**src/rtl/inv_mon_pkg.sv**
```systemverilog
// inv_mon_pkg: shared state codes, pattern modes and LFSR taps for inv_drive_monitor.
`default_nettype none

package inv_mon_pkg;

  typedef logic [2:0] state_t;

  localparam state_t ST_IDLE   = 3'd0;
  localparam state_t ST_LOAD   = 3'd1;
  localparam state_t ST_DRIVE  = 3'd2;
  localparam state_t ST_SETTLE = 3'd3;
  localparam state_t ST_SAMPLE = 3'd4;
  localparam state_t ST_FIN    = 3'd5;

  localparam logic [1:0] MODE_ZERO   = 2'd0;
  localparam logic [1:0] MODE_ONE    = 2'd1;
  localparam logic [1:0] MODE_TOGGLE = 2'd2;
  localparam logic [1:0] MODE_LFSR   = 2'd3;

  // x^8+x^6+x^5+x^4+1 expressed as the bits XORed into the shift-left feedback
  localparam logic [7:0] LFSR_TAPS = 8'hB8;

endpackage

`default_nettype wire

```
**src/rtl/inv_lfsr8.sv**
```systemverilog
// inv_lfsr8: 8-bit Fibonacci LFSR, advances on adv, reloads SEED only on reset (rev 1.0).
`default_nettype none

module inv_lfsr8
  import inv_mon_pkg::*;
#(
  parameter logic [7:0] SEED = 8'hA5
) (
  input  logic clk,
  input  logic rst_n,
  input  logic adv,
  output logic lfsr_bit
);

  // an all-zero state would lock the register up
  localparam logic [7:0] SEED_EFF = (SEED == 8'h00) ? 8'h01 : SEED;

  logic [7:0] lfsr_q;
  logic [7:0] lfsr_d;

  always_comb begin
    lfsr_d = lfsr_q;
    if (adv) lfsr_d = {lfsr_q[6:0], ^(lfsr_q & LFSR_TAPS)};
  end

  always_ff @(posedge clk or negedge rst_n) begin
    if (!rst_n) lfsr_q <= SEED_EFF;
    else        lfsr_q <= lfsr_d;
  end

  assign lfsr_bit = lfsr_q[0];

endmodule

`default_nettype wire

```
**src/rtl/inv_drive_monitor.sv**
```systemverilog
// inv_drive_monitor: drives an inverter with a pattern and checks out == ~in after a settle window.
// Optional macro INV_XZ_CHECK_EN adds x/z-as-mismatch sampling and the xz_seen output (rev 1.0).
`default_nettype none

module inv_drive_monitor
  import inv_mon_pkg::*;
#(
  parameter int         LEN_W      = 8,
  parameter int         ERR_W      = 8,
  parameter int         SETTLE_CYC = 2,
  parameter logic [7:0] SEED       = 8'hA5
) (
  input  logic             clk,
  input  logic             rst_n,
  input  logic             start,
  input  logic [1:0]       mode,
  input  logic [LEN_W-1:0] len,
  output logic             drv_out,
  input  logic             inv_in,
  output logic             busy,
  output logic             done,
  output logic             pass,
  output logic [ERR_W-1:0] err_cnt
`ifdef INV_XZ_CHECK_EN
  ,
  output logic             xz_seen
`endif
);

  localparam int               SET_W    = (SETTLE_CYC > 1) ? $clog2(SETTLE_CYC) : 1;
  localparam logic [SET_W-1:0] SET_LOAD = SET_W'(SETTLE_CYC - 1);

  state_t           state_q, state_d;
  logic [1:0]       mode_q, mode_d;
  logic [LEN_W-1:0] vec_cnt_q, vec_cnt_d;
  logic [SET_W-1:0] set_cnt_q, set_cnt_d;
  logic             drv_out_q, drv_out_d;
  logic             tog_q, tog_d;
  logic             busy_q, busy_d;
  logic             done_q, done_d;
  logic             pass_q, pass_d;
  logic [ERR_W-1:0] err_cnt_q, err_cnt_d;
  logic             lfsr_adv;
  logic             lfsr_bit;
  logic             mismatch;

  inv_lfsr8 #(.SEED(SEED)) u_lfsr (
    .clk      (clk),
    .rst_n    (rst_n),
    .adv      (lfsr_adv),
    .lfsr_bit (lfsr_bit)
  );

`ifdef INV_XZ_CHECK_EN
  logic xz_seen_q, xz_seen_d;
  // a floating or contended switch output counts as a failed vector
  assign mismatch = (inv_in !== ~drv_out_q);
`else
  assign mismatch = (inv_in != ~drv_out_q);
`endif

  always_comb begin
    state_d   = state_q;
    mode_d    = mode_q;
    vec_cnt_d = vec_cnt_q;
    set_cnt_d = set_cnt_q;
    drv_out_d = drv_out_q;
    tog_d     = tog_q;
    busy_d    = busy_q;
    done_d    = 1'b0;
    pass_d    = pass_q;
    err_cnt_d = err_cnt_q;
    lfsr_adv  = 1'b0;
`ifdef INV_XZ_CHECK_EN
    xz_seen_d = xz_seen_q;
`endif
    case (state_q)
      ST_IDLE: begin
        if (start) begin
          mode_d    = mode;
          vec_cnt_d = len;
          err_cnt_d = '0;
          pass_d    = 1'b0;
          busy_d    = 1'b1;
          tog_d     = 1'b1;
`ifdef INV_XZ_CHECK_EN
          xz_seen_d = 1'b0;
`endif
          state_d   = ST_LOAD;
        end
      end
      ST_LOAD: begin
        state_d = (vec_cnt_q == '0) ? ST_FIN : ST_DRIVE;
      end
      ST_DRIVE: begin
        case (mode_q)
          MODE_ZERO: drv_out_d = 1'b0;
          MODE_ONE:  drv_out_d = 1'b1;
          MODE_TOGGLE: begin
            drv_out_d = tog_q;
            tog_d     = ~tog_q;
          end
          default: begin
            drv_out_d = lfsr_bit;
            lfsr_adv  = 1'b1;
          end
        endcase
        set_cnt_d = SET_LOAD;
        state_d   = ST_SETTLE;
      end
      ST_SETTLE: begin
        if (set_cnt_q == '0) state_d = ST_SAMPLE;
        else                 set_cnt_d = set_cnt_q - 1'b1;
      end
      ST_SAMPLE: begin
        if (mismatch && (err_cnt_q != '1)) err_cnt_d = err_cnt_q + 1'b1;
`ifdef INV_XZ_CHECK_EN
        if ($isunknown(inv_in)) xz_seen_d = 1'b1;
`endif
        vec_cnt_d = vec_cnt_q - 1'b1;
        state_d   = (vec_cnt_q == LEN_W'(1)) ? ST_FIN : ST_DRIVE;
      end
      ST_FIN: begin
        done_d  = 1'b1;
        busy_d  = 1'b0;
        pass_d  = (err_cnt_q == '0);
        state_d = ST_IDLE;
      end
      default: state_d = ST_IDLE;
    endcase
  end

  always_ff @(posedge clk or negedge rst_n) begin
    if (!rst_n) begin
      state_q   <= ST_IDLE;
      mode_q    <= MODE_ZERO;
      vec_cnt_q <= '0;
      set_cnt_q <= '0;
      drv_out_q <= 1'b0;
      tog_q     <= 1'b1;
      busy_q    <= 1'b0;
      done_q    <= 1'b0;
      pass_q    <= 1'b0;
      err_cnt_q <= '0;
    end else begin
      state_q   <= state_d;
      mode_q    <= mode_d;
      vec_cnt_q <= vec_cnt_d;
      set_cnt_q <= set_cnt_d;
      drv_out_q <= drv_out_d;
      tog_q     <= tog_d;
      busy_q    <= busy_d;
      done_q    <= done_d;
      pass_q    <= pass_d;
      err_cnt_q <= err_cnt_d;
    end
  end

`ifdef INV_XZ_CHECK_EN
  always_ff @(posedge clk or negedge rst_n) begin
    if (!rst_n) xz_seen_q <= 1'b0;
    else        xz_seen_q <= xz_seen_d;
  end
  assign xz_seen = xz_seen_q;
`endif

  assign drv_out = drv_out_q;
  assign busy    = busy_q;
  assign done    = done_q;
  assign pass    = pass_q;
  assign err_cnt = err_cnt_q;

endmodule

`default_nettype wire

```
**config.mk**
```make
export PLATFORM = sky130hd
export DESIGN_NAME = inv_drive_monitor
export DESIGN_NICKNAME = d
export VERILOG_FILES = /design/src/rtl/inv_mon_pkg.sv /design/src/rtl/inv_lfsr8.sv /design/src/rtl/inv_drive_monitor.sv
export SDC_FILE = /design/constraint.sdc
export NUM_CORES = 1
export LEC_CHECK = 0
export ABC_AREA = 0
export ABC_CLOCK_PERIOD_IN_PS = 1500
export BUFFER_PORTS_ARGS = -buffer_cell sky130_fd_sc_hd__buf_2
export CAP_MARGIN = 20
export CORE_MARGIN = 2
export CORE_UTILIZATION = 40
export CTS_BUF_LIST = sky130_fd_sc_hd__clkbuf_16
export DETAILED_ROUTE_END_ITERATION = 10
export REMOVE_ABC_BUFFERS = 1
export SLEW_MARGIN = 20
export SYNTH_ARGS = -nofsm -noshare
export SYNTH_HDL_FRONTEND = slang
export SYNTH_SLANG_ARGS = --single-unit
```
**constraint.sdc**
```tcl
create_clock -name clk -period 1.5 [get_ports clk]
set_input_delay 0 -clock clk [delete_from_list [all_inputs] [get_ports clk]]
set_output_delay 0 -clock clk [all_outputs]
set_load 0.05 [all_outputs]
```
==> metrics.md <==
| Metric | Value |
|---|---|
| Status | `finished, violations left` |
| Failing checks | `setup timing` |
| Io pins | `26` |
| RSZ-0062 raised after global routing | `yes` |
| Number of max-cap violations | `0` |
| Max FO, Critical Path | `7` |
| CTS sink cnt | `35` |
| Synth-to-layout area growth | `48.0%` |
| Layout Skew | `around 4.4 ps` |
| First-pass GRT wire length | `slightly below 8000 um` |
| Count of TritonRoute iterations in the first routing pass | `4` |
| Setup TNS | `-1360 ps` |
| Synth Flop Type | `dfrtp_1` |
| Max-slew headroom | `71.6%` |
| Gr usage total | `about a fifth` |
| Setup-failing EPs final | `19` |
| Yosys top cell by area | `dfrtp_1` |
| CP delay by family, top | `simple AND/OR/NAND/NOR gates` |
| Total Wirelength | `between 4000 and 5000 um` |
| Period Utilization, post-route | `107%` |
| Worst R2R Start | `state_q[1]$_DFFE_PN0P_` |
| Main area contributors after synthesis | `dfrtp_1 (40%), dfstp_2 (7.0%), a21oi_1 (4.5%), mux2_1 (4.2%), nand2_1 (3.8%)` |
| Cell Area, Synth | `approximately 1900 um2` |
| Leakage | `roughly 1.3 nW` |
| Post-layout min period | `between 1500 and 2000 ps` |
| Detail Placement HPWL | `3200 um` |
| Crit path arrival time | `~1800 ps` |
| Hold Path Class | `in -> reg` |
| Reg2reg path depth | `4` |
| EDFF count, synth | `0` |
| Clk root buf | `clkbuf_16` |
| Num rows | `25` |
| FMAX | `621 MHz` |
| Largest net degree at the start of global routing | `20` |
| Final Hold Fails | `0` |
| Fin. max-slew vios | `0` |
| Clk_lat worst skew | `about 280 ps` |
| Critical-path cell list | `buf_6 > or3b_4 > nor2_8 > mux2_4` |
| Initial antenna violation count | `0` |
| Yosys warns | `0` |
| Die Wd | `slightly above 70 um` |
| CTS max path bufs | `2` |
| Layout cell share with drive strength beyond 1 | `around two fifths` |
| Avg Inst Size Synth | `a little under 10 um2` |
| Initial DRC Count | `100` |
| Hold Crit Start | `len[6]` |
| Port Buffers | `25` |
| Clock transition at the registers of the reported paths | `60 ps` |
| Vias in the first global route | `around 1600` |
| M1 wire length | `between 2000 and 2500 um` |
| DP Area | `2310 um2` |
| Most frequent cell after synthesis | `dfrtp_1` |
| Top Layer Used | `met4` |
| DR vias | `~1700` |
| Core ar. | `between 4000 and 5000 um2` |
| Detail Route Antenna Nets | `0` |
| Worst setup margin | `-111 ps` |
| Sequential share of the synthesized area | `a little under half` |
| Crit end category | `register` |
| Routability cong. | `just under 0.9` |
| Final instance area | `about 2800 um2` |
| R2R Path End | `u_lfsr.lfsr_q[6]$_DFFE_PN0P_` |
| Pwr dens | `roughly 1900 nW/um2` |
| CP max stage delay | `between 400 and 500 ps` |
| Hold path cells | `2` |
| Setup CP Type | `reg -> reg` |
| Via-to-Cell Ratio | `5.39` |
| Syn Inst Count | `between 150 and 200` |
| Worst-Margin Slew | `about 430 ps` |
| H-tree Lvls | `2` |
| Die Area | `between 5000 and 6000 um2` |
| Ys async rst share | `between 90% and 100%` |
| WL met2 | `between 2000 and 2500 um` |
| WL/cell | `15.2 um` |
| Diodes inserted | `0` |
| Crit-path slowest cell | `or3b_4` |
| Buffer and inverter count on the worst path | `1` |
| NumNets Final | `280` |
| GRT overflow | `0` |
| DRC Markers | `0` |
| Max VDD drop | `1380 uV` |
| Synth top area share | `39.7%` |
| TritonCTS clock tree | `yes` |
| Required @ worst endpoint | `around 1700 ps` |
| CP startpoint kind | `register` |
| Reg2Reg Setup Slack | `-110 ps` |
| Yosys cell types | `between 40 and 50` |
| Most frequent cells after synthesis | `dfrtp_1 (30), nand2_1 (19), a21oi_1 (17)` |
| Worst Hold End | `vec_cnt_q[6]$_DFFE_PN0P_` |
| Post-synthesis register bit count | `35` |
| Starting Density | `40.8%` |
| Met3 wire len | `around 160 um` |
| Chip height | `just over 70 um` |
| Inserted Clock Buffers | `5` |
==> cell type report <==
type / count / area [um2]
fill: 399 / 1830
multi-input combinational: 143 / 1090
sequential: 35 / 882
timing repair buffer: 71 / 552
clock buffer: 5 / 125
tap: 54 / 67.6
clock inverter: 3 / 63.8
inverter: 5 / 18.8
==> cell families (layout without fill, tap and decap cells) <==
kind of cell	after synthesis	count (layout)	synth area share (%)
AND/OR/NAND/NOR	70	71	20.3
AO/OA/AOI/OAI	54	54	19.1
flip-flops	35	35	46.7
buffers and inverters	14	84	3.64
multiplexers	8	8	4.70
adder cells (fa/ha/maj)	5	5	3.31
XOR/XNOR	5	5	2.32
==> worst max path at each step <==
stage / from / to / depth (start not counted)
4_1_cts: state_q[1]$_DFFE_PN0P_ / err_cnt[7]$_DFFE_PN0P_ / 4
3_3_place_gp: state_q[0]$_DFFE_PN0P_ / err_cnt[7]$_DFFE_PN0P_ / 4
2_1_floorplan: state_q[1]$_DFFE_PN0P_ / vec_cnt_q[6]$_DFFE_PN0P_ / 4
5_1_grt: state_q[1]$_DFFE_PN0P_ / err_cnt[4]$_DFFE_PN0P_ / 5
6_report: state_q[1]$_DFFE_PN0P_ / u_lfsr.lfsr_q[6]$_DFFE_PN0P_ / 4
3_5_place_dp: state_q[1]$_DFFE_PN0P_ / err_cnt[4]$_DFFE_PN0P_ / 4
==> routing by layer <==
layer | track usage [%] | up-vias
met5 | 0 | -
met2 | 30.1 | 29
met4 | 7.82 | 0
met1 | 25.6 | 833
met3 | 3.87 | 6
li1 | - | 836
==> flip-flops by register name, indices dropped and copies added (netlist names), 2 cells and up <==
register,cells
u_lfsr.lfsr_q,8
err_cnt,8
mode_q,2
state_q,3
vec_cnt_q,8
==> layout by cell type, fill, tap and decap left out, types with 4 or more instances in the layout <==
cell           netlist  layout
buf_6                1      11
nor2_1              15      13
nand2b_1             4       4
inv_1                5       6
o21ai_1              7       6
a21oi_1             17      15
mux2_4               0       7
dfrtp_1             30      30
dlygate4sd3_1        0       6
buf_4                0      27
a31oi_1              5       5
xnor2_1              4       4
o21ai_0              4       4
ha_1                 5       4
nand2_1             19      17
clkbuf_16            0       5
dfstp_2              5       5
buf_2                7      25
nand3_1             10       7
==> metrics by stage <==
| stage | util (%) | power [mW] | std cells | hold WS (ps) | setup WS (ps) |
|---|---|---|---|---|---|
| 5_1_grt | 60.4 | 5.68 | 316 | 5.74 | -167 |
| 4_1_cts | 57.5 | 5.02 | 313 | 6.11 | -62.6 |
| 6_report | 60.4 | 5.34 | 316 | 7.88 | -111 |
| 2_1_floorplan | - | 2.70 | 182 | -296 | -547 |
| 3_3_place_gp | 49.8 | 3.47 | 295 | -36.5 | -131 |
| 3_5_place_dp | 49.8 | 3.49 | 295 | -39.9 | -138 |
==> report_power, final <==
group | internal, mW | leakage (nW) | switching [mW]
sequential | 1.26 | 0.435 | 0.264
clock | 0.946 | 0.0952 | 0.388
combinational | 1.14 | 0.770 | 1.34
==> what timing repair did <==
action                                  in CTS  in global routing
buffers inserted                             3                  5
pin swaps                                    8                 10
hold buffers                                 6                  0
cloned                                       1                  0
endpoints found under the setup margin      21                 27
resized for setup                           19                 22
endpoints found under the hold margin       38                  0
No activity file was read; power rests on OpenSTA's default activity.
